`src/rtl/mips_pkg.sv`:
```
// Shared encodings for the multicycle MIPS control FSM:
// state enum, opcode constants and datapath mux/ALU select codes.
package mips_pkg;

  typedef enum logic [3:0] {
    FETCH   = 4'd0,
    DECODE  = 4'd1,
    MEMADR  = 4'd2,
    MEMRD   = 4'd3,
    MEMWB   = 4'd4,
    MEMWR   = 4'd5,
    RTYPEEX = 4'd6,
    RTYPEWB = 4'd7,
    BEQEX   = 4'd8,
    ADDIEX  = 4'd9,
    ADDIWB  = 4'd10,
    JEX     = 4'd11
  } state_t;

  localparam logic [5:0] OP_LW    = 6'b100011;
  localparam logic [5:0] OP_SW    = 6'b101011;
  localparam logic [5:0] OP_RTYPE = 6'b000000;
  localparam logic [5:0] OP_BEQ   = 6'b000100;
  localparam logic [5:0] OP_ADDI  = 6'b001000;
  localparam logic [5:0] OP_J     = 6'b000010;

  localparam logic [1:0] SRCB_WD    = 2'b00;
  localparam logic [1:0] SRCB_FOUR  = 2'b01;
  localparam logic [1:0] SRCB_IMM   = 2'b10;
  localparam logic [1:0] SRCB_IMMX4 = 2'b11;

  localparam logic [1:0] ALUOP_ADD   = 2'b00;
  localparam logic [1:0] ALUOP_SUB   = 2'b01;
  localparam logic [1:0] ALUOP_FUNCT = 2'b10;

  localparam logic [1:0] PCSRC_ALU    = 2'b00;
  localparam logic [1:0] PCSRC_ALUOUT = 2'b01;
  localparam logic [1:0] PCSRC_JUMP   = 2'b10;

endpackage

```
`src/rtl/mips_ctrl_out_dec.sv`:
```
// Moore output decode: state encoding -> datapath control word.
// Ports: state (4b in); IorD..PCSrc control outputs. ADDI states need MIPS_FSM_ADDI_EN.
module mips_ctrl_out_dec
  import mips_pkg::*;
(
  input  logic [3:0] state,
  output logic       IorD,
  output logic       IRWrite,
  output logic       MemWrite,
  output logic       PCWrite,
  output logic       Branch,
  output logic       RegWrite,
  output logic       RegDst,
  output logic       MemtoReg,
  output logic       ALUSrcA,
  output logic [1:0] ALUSrcB,
  output logic [1:0] ALUOp,
  output logic [1:0] PCSrc
);

  always_comb begin
    IorD     = 1'b0;
    IRWrite  = 1'b0;
    MemWrite = 1'b0;
    PCWrite  = 1'b0;
    Branch   = 1'b0;
    RegWrite = 1'b0;
    RegDst   = 1'b0;
    MemtoReg = 1'b0;
    ALUSrcA  = 1'b0;
    ALUSrcB  = SRCB_WD;
    ALUOp    = ALUOP_ADD;
    PCSrc    = PCSRC_ALU;
    case (state)
      FETCH: begin
        IRWrite = 1'b1;
        PCWrite = 1'b1;
        ALUSrcB = SRCB_FOUR;
      end
      DECODE: begin
        ALUSrcB = SRCB_IMMX4;
      end
      MEMADR: begin
        ALUSrcA = 1'b1;
        ALUSrcB = SRCB_IMM;
      end
      MEMRD: begin
        IorD = 1'b1;
      end
      MEMWB: begin
        RegWrite = 1'b1;
        MemtoReg = 1'b1;
      end
      MEMWR: begin
        IorD     = 1'b1;
        MemWrite = 1'b1;
      end
      RTYPEEX: begin
        ALUSrcA = 1'b1;
        ALUOp   = ALUOP_FUNCT;
      end
      RTYPEWB: begin
        RegWrite = 1'b1;
        RegDst   = 1'b1;
      end
      BEQEX: begin
        ALUSrcA = 1'b1;
        ALUOp   = ALUOP_SUB;
        Branch  = 1'b1;
        PCSrc   = PCSRC_ALUOUT;
      end
`ifdef MIPS_FSM_ADDI_EN
      ADDIEX: begin
        ALUSrcA = 1'b1;
        ALUSrcB = SRCB_IMM;
      end
      ADDIWB: begin
        RegWrite = 1'b1;
      end
`endif
      JEX: begin
        PCWrite = 1'b1;
        PCSrc   = PCSRC_JUMP;
      end
      default: ;
    endcase
  end

endmodule

```
`src/rtl/mips_ctrl_fsm.sv`:
```
// Multicycle MIPS main control FSM: state register, next-state logic, output decode.
// Ports: clk, reset (async high), Op[5:0]; control outputs; state_o. ADDI via MIPS_FSM_ADDI_EN.
module mips_ctrl_fsm
  import mips_pkg::*;
(
  input  logic       clk,
  input  logic       reset,
  input  logic [5:0] Op,
  output logic       IorD,
  output logic       IRWrite,
  output logic       MemWrite,
  output logic       PCWrite,
  output logic       Branch,
  output logic       RegWrite,
  output logic       RegDst,
  output logic       MemtoReg,
  output logic       ALUSrcA,
  output logic [1:0] ALUSrcB,
  output logic [1:0] ALUOp,
  output logic [1:0] PCSrc,
  output logic [3:0] state_o
);

  state_t state_q;
  state_t state_d;

  always_ff @(posedge clk or posedge reset) begin
    if (reset) state_q <= FETCH;
    else       state_q <= state_d;
  end

  // Op is only looked at in DECODE and MEMADR.
  always_comb begin
    state_d = FETCH;
    case (state_q)
      FETCH: state_d = DECODE;
      DECODE: begin
        case (Op)
          OP_LW,
          OP_SW:    state_d = MEMADR;
          OP_RTYPE: state_d = RTYPEEX;
          OP_BEQ:   state_d = BEQEX;
`ifdef MIPS_FSM_ADDI_EN
          OP_ADDI:  state_d = ADDIEX;
`endif
          OP_J:     state_d = JEX;
          default:  state_d = FETCH;
        endcase
      end
      MEMADR:  state_d = (Op == OP_LW) ? MEMRD : MEMWR;
      MEMRD:   state_d = MEMWB;
      RTYPEEX: state_d = RTYPEWB;
`ifdef MIPS_FSM_ADDI_EN
      ADDIEX:  state_d = ADDIWB;
`endif
      default: state_d = FETCH;
    endcase
  end

  assign state_o = state_q;

  mips_ctrl_out_dec u_dec (
    .state    (state_q),
    .IorD     (IorD),
    .IRWrite  (IRWrite),
    .MemWrite (MemWrite),
    .PCWrite  (PCWrite),
    .Branch   (Branch),
    .RegWrite (RegWrite),
    .RegDst   (RegDst),
    .MemtoReg (MemtoReg),
    .ALUSrcA  (ALUSrcA),
    .ALUSrcB  (ALUSrcB),
    .ALUOp    (ALUOp),
    .PCSrc    (PCSrc)
  );

endmodule

```
`config.mk`:
```
export PLATFORM = sky130hd
export DESIGN_NAME = mips_ctrl_fsm
export DESIGN_NICKNAME = d
export VERILOG_FILES = /design/src/rtl/mips_pkg.sv /design/src/rtl/mips_ctrl_out_dec.sv /design/src/rtl/mips_ctrl_fsm.sv
export SDC_FILE = /design/constraint.sdc
export NUM_CORES = 1
export LEC_CHECK = 0
export ABC_CLOCK_PERIOD_IN_PS = 1900
export CORE_MARGIN = 2
export CORE_UTILIZATION = 30
export DETAILED_ROUTE_END_ITERATION = 10
export PLACE_DENSITY = 0.7
export SETUP_SLACK_MARGIN = 0.5
export SLEW_MARGIN = 10
export SYNTH_ARGS = -nofsm -noshare
export SYNTH_HDL_FRONTEND = slang
export SYNTH_HIERARCHICAL = 1
export SYNTH_SLANG_ARGS = --single-unit
```
`constraint.sdc`:
```
create_clock -name clk -period 1.9 [get_ports clk]
set_input_delay 0.475 -clock clk [delete_from_list [all_inputs] [get_ports clk]]
set_output_delay 0.475 -clock clk [all_outputs]
set_load 0.03 [all_outputs]
```
# [Word level (Yosys, flattened, before mapping)]
# Cells that the tools add are included.
# W data, S select, Z words.
[word_totals] ff_bits=4 latchBits=0 ramBits=0 romBits=0 input_bits=8 elab_cells=36 mem_count=0
[classes] add_sub_neg=0 multipliers=0 div=0 n_lt_le_gt_ge=0 n_eq_ne=13 shifts=0 mux=15 bitwise=0 reduce_logical=7
[op_table] operator="$pmux W4 S5" n=1
[op_table] operator="$eq A4 B3 Y1 const B" n=4
[op_table] operator="$pmux W4 S4" n=1
[op_table] operator="$eq A6 B6 Y1 const B" n=2
[op_table] operator="$mux W1" n=9
[op_table] operator="$eq A4 B2 Y1 const B" n=2
[op_table] operator="$eq A4 B4 Y1 const B" n=2
[op_table] operator="$pmux W2 S2" n=2
[op_table] operator="$reduce_or A2 Y1" n=4
[op_table] operator="$eq A6 B2 Y1 const B" n=1
[op_table] operator="$eq A6 B3 Y1 const B" n=1
[op_table] operator="$logic_not A6 Y1" n=1
[op_table] operator="$pmux W2 S3" n=1
[op_table] operator="$eq A4 B1 Y1 const B" n=1
[op_table] operator="$logic_not A4 Y1" n=1
[op_table] operator="$mux W3" n=1
[op_table] operator="$reduce_or A3 Y1" n=1

# [Depth between registers and ports, before layout]
[logic_depth] ltp_word=4 mapped_depth=4 mapped_depth_nobuf=3

# [Cells and area by module]
# Netlist, hierarchy kept.
[by_module_without_submodules] module="mips_ctrl_fsm" n_inst=1 cells_per_inst=24 area_per_inst_um2=247.7 seq_area_each_um2=100.1
[by_module_without_submodules] module="mips_ctrl_out_dec" n_inst=1 cells_per_inst=23 area_per_inst_um2=151.4 seq_area_each_um2=0.0

# [Worst setup path after synthesis]
# OpenSTA, ideal clock, no wires.
[synth_path] kind="register to output" from="reg state_q[1], in the netlist state_o[1]" to="out PCWrite" t_arrival_ns=1.809 required_time_ns=1.425 slack_ns=-0.384 stages_incl_launch_ff=4 cell_sequence="dfrtp_1 -> buf_6 -> nor4_2 -> o21bai_1"
[synth_between] elab_chain_len=3 elab_cells_between_ends=4 classes_between="eq/ne: 1; mux: 1; reduce/logical: 2"
[synth_rtl] element="start: declaration" line_no="mips_ctrl_fsm.sv:24" text="state_t state_q;"
[synth_rtl] element="start signal: assignment" line_no="mips_ctrl_fsm.sv:29" text="else state_q <= state_d;"
[synth_rtl] element="$eq A4 B4 Y1 / $logic_not A4 Y1 (equally long branches)" line_no="mips_ctrl_out_dec.sv:34" text="case (state)"
[synth_rtl] element="$reduce_or A2 Y1 (no source line) (*)"
[synth_rtl] element="$mux W1 (*)" line_no="mips_ctrl_out_dec.sv:34"
[synth_rtl] element="end: declaration" line_no="mips_ctrl_fsm.sv:12" text="output logic PCWrite,"
# Mark *: on every way between the ends. The rest lies on a longest branch, timed or not.

# [Worst setup path after layout]
[layout_path] from="reg state_q[1], in the netlist state_o[1]" to="out ALUSrcA"
[layout_between] elab_chain_len=3 elab_cells_between_ends=5 classes_between="eq/ne: 3; mux: 1; reduce/logical: 1"
[layout_rtl] element="$eq A4 B2 Y1 (tied with other cells)" line_no="mips_ctrl_out_dec.sv:34"
[layout_rtl] element="$reduce_or A3 Y1 (no source line) (*)"
[layout_rtl] element="$mux W1 (*)" line_no="mips_ctrl_out_dec.sv:34"
[layout_rtl] element="end: declaration" line_no="mips_ctrl_fsm.sv:17" text="output logic ALUSrcA,"
# Marks and branches as above.

==> flow_metrics.tcl <==
set metrics [dict create \
    synth.avg_cell_area_um2 8.49 \
    synth.distinct_cells 25 \
    design_area_um2 1050 \
    hold_viol 0 \
    synth_common_cells "nor2_1 (7), nor3_1 (5), dfrtp_1 (4)" \
    dp.cells 90 \
    setup_viol 0 \
    outcome "finished clean" \
    cp_slowest_cell "dfrtp_2" \
    p_per_area_nw_per_um2 827 \
    ant_nets 0 \
    path_max_fanout 7 \
    fin_total_pwr_mw 0.867 \
    dr.pass1.iters 4 \
    synth_seq_cells 4 \
    final_cells 110 \
    p_leak_nw 0.458 \
    grt_start_max_net_pins 10 \
    grt_pass1_wl_um 2140 \
    cp.required_ps 1420 \
    fp.coreArea_um2 1270 \
    hold_path_class "input pin to asynchronous set/reset pin" \
    cp_cell_sequence "buf_8, or2_4, o22ai_4, buf_6" \
    grt_pass1_vias 502 \
    nFillCells 81 \
    cp-start-kind "register" \
    worst_pin_slew_ps 461 \
    finalHoldWorstSlack_ps 423 \
    critical_path_class "register to output pin" \
    antenna_found_initial 0 \
    io_buffer_count 26 \
    hpwl_um 884 \
    yosys.cell_count.top_type "nor2_1" \
    slowest_delay_ps 430 \
    synth_edf_count 0 \
    slew_viol_final 0 \
    ctsHoldBuffers 0 \
    area_growth_pct 163 \
    cts_tree "built" \
    dr.first_iter.drc_count 5 \
    numCtsBuffers 3 \
    place_area_um2 764 \
    syn-cell-area_um2 399 \
    grt.total_usage 0.200 \
    dieArea_um2 1640 \
    cp_data_arrival_time_ps 1400 \
    finalNetCount 105 \
    fin_util 0.826 \
    ff_latch_area_um2 105 \
    multi_input_area_um2 432 \
    io_pins 27 \
    synth_top_area_share 0.251 \
    clock_skew_ps 4.05 \
    max-slew-margin-rel 0.688 \
    diodes 0 \
    clock_sinks 4 \
    wl_per_cell_um 14.8 \
    drv_cap 0 \
    grt_setup_unrepaired "true" \
    fin_crit_ps 1880 \
    ys.flop_type "dfrtp_1" \
    ys_seq_area_frac 0.251 \
    timing.final.ws_setup_ps 22.0 \
    worstSkewPairLatency_ps 250 \
    place_congestion 0.713 \
    async_reset_ff_frac 1.00 \
    clkTransAtPathRegs_ps 40 \
    row_count 13 \
    initial_core_util 0.315 \
    ys.warnings.count 6 \
    largest_reg_flops 4 \
    dieWidth_um 40.5 \
    htree_levels 1 \
    overflow 0 \
    vias_per_cell 5.03 \
    synth.largest_area_cell "dfrtp_1" \
    cts_root_buf "clkbuf_4" \
    fmax_mhz 532 \
    end_kind "output pin" \
    drive_gt1_frac 0.779 \
    final.setup.tns_ps 0 \
    pre_cts_slack_ps 115 \
    routed_wl_um 1620 \
    ir_worst_vdd_mv 0.714 \
    regToRegSetupSlack_ps 370 \
    fp.dieH_um 40.5 \
    min_period_over_period 0.988 \
    synth_area_leaders "dfrtp_1 (25%), nor2_1 (6.6%), xnor2_1 (6.6%)" \
    syn_inst 47 \
    vias 553 \
    cts_buffer_depth 2 \
    synth_fp_nets 55 \
    drc 0 \
]
metal layers:
layer,share of wire,routed length (µm),vias up,track usage
met2,0.53,861,26,0.353
met5,0,0,-,0
met1,0.39,636,256,0.226
met4,0.012,19,0,0.100
li1,-,-,269,-
met3,0.065,106,2,0.0333
power breakdown:
| part | total [mW] | switching [mW] | internal [mW] |
|---|---|---|---|
| Sequential | 0.151 | 0.0493 | 0.102 |
| Clock | 0.113 | 0.0417 | 0.0711 |
| Combinational | 0.603 | 0.297 | 0.306 |
| Total | 0.867 | 0.388 | 0.479 |
critical path, delay by kind of cell (launching register included):
kind / cells / cell delay (ps)
DFF: 1 / 430
AOI/OAI and AO/OA: 1 / 150
and+or+nand+nor: 1 / 270
buffers and inverters: 2 / 300
kinds of logic (layout without fill, tap and decap cells):
family                    after synthesis  in the layout  share of synthesized area
AOI/OAI and AO/OA                       8              8                      0.151
DFF                                     4              4                      0.251
and+or+nand+nor                        27             27                      0.448
buffers and inverters                   5             53                     0.0846
xor gates and xnor gates                3              3                     0.0658
placed cells by master, fill, tap and decap left out, types with 2 or more instances in the layout:
| cell type | Yosys | final |
|---|---|---|
| clkbuf_4 | 0 | 3 |
| nor2_1 | 7 | 2 |
| inv_1 | 2 | 2 |
| clkdlybuf4s50_1 | 0 | 2 |
| buf_4 | 2 | 22 |
| nor3_2 | 0 | 4 |
| buf_6 | 1 | 16 |
| nand2b_4 | 0 | 2 |
| dlygate4sd2_1 | 0 | 3 |
| nor2_4 | 0 | 5 |
| dfrtp_2 | 0 | 4 |
| xnor2_1 | 3 | 2 |
| nor3b_4 | 0 | 2 |
| dlymetal6s2s_1 | 0 | 2 |
worst paths after layout:
| check | start | to | cells after the start |
|---|---|---|---|
| setup / recovery | state_o[1] | ALUSrcA | 4 |
| max in group asynchronous | reset | state_o[3] | 2 |
| setup reg to reg | state_o[1] | state_o[1] | 6 |
| min in group clk | Op[5] | state_o[3] | 4 |
| hold / removal | reset | state_o[2] | 2 |
| hold reg to reg | state_o[0] | state_o[1] | 1 |
timing repair:
item / in CTS / in global routing
setup buffers: 13 / 4
gates resized for setup: 47 / 17
pin swaps: 7 / 5
endpoints found under the setup margin: 21 / 23
area by class of cell:
class,instances,area share
clock buffer,3,0.0215
inverter,2,0.00716
multi-input combinational,38,0.412
sequential,4,0.100
tap,15,0.0179
timing repair buffer,48,0.442
Note: power is estimated with default switching activity, not from simulation.
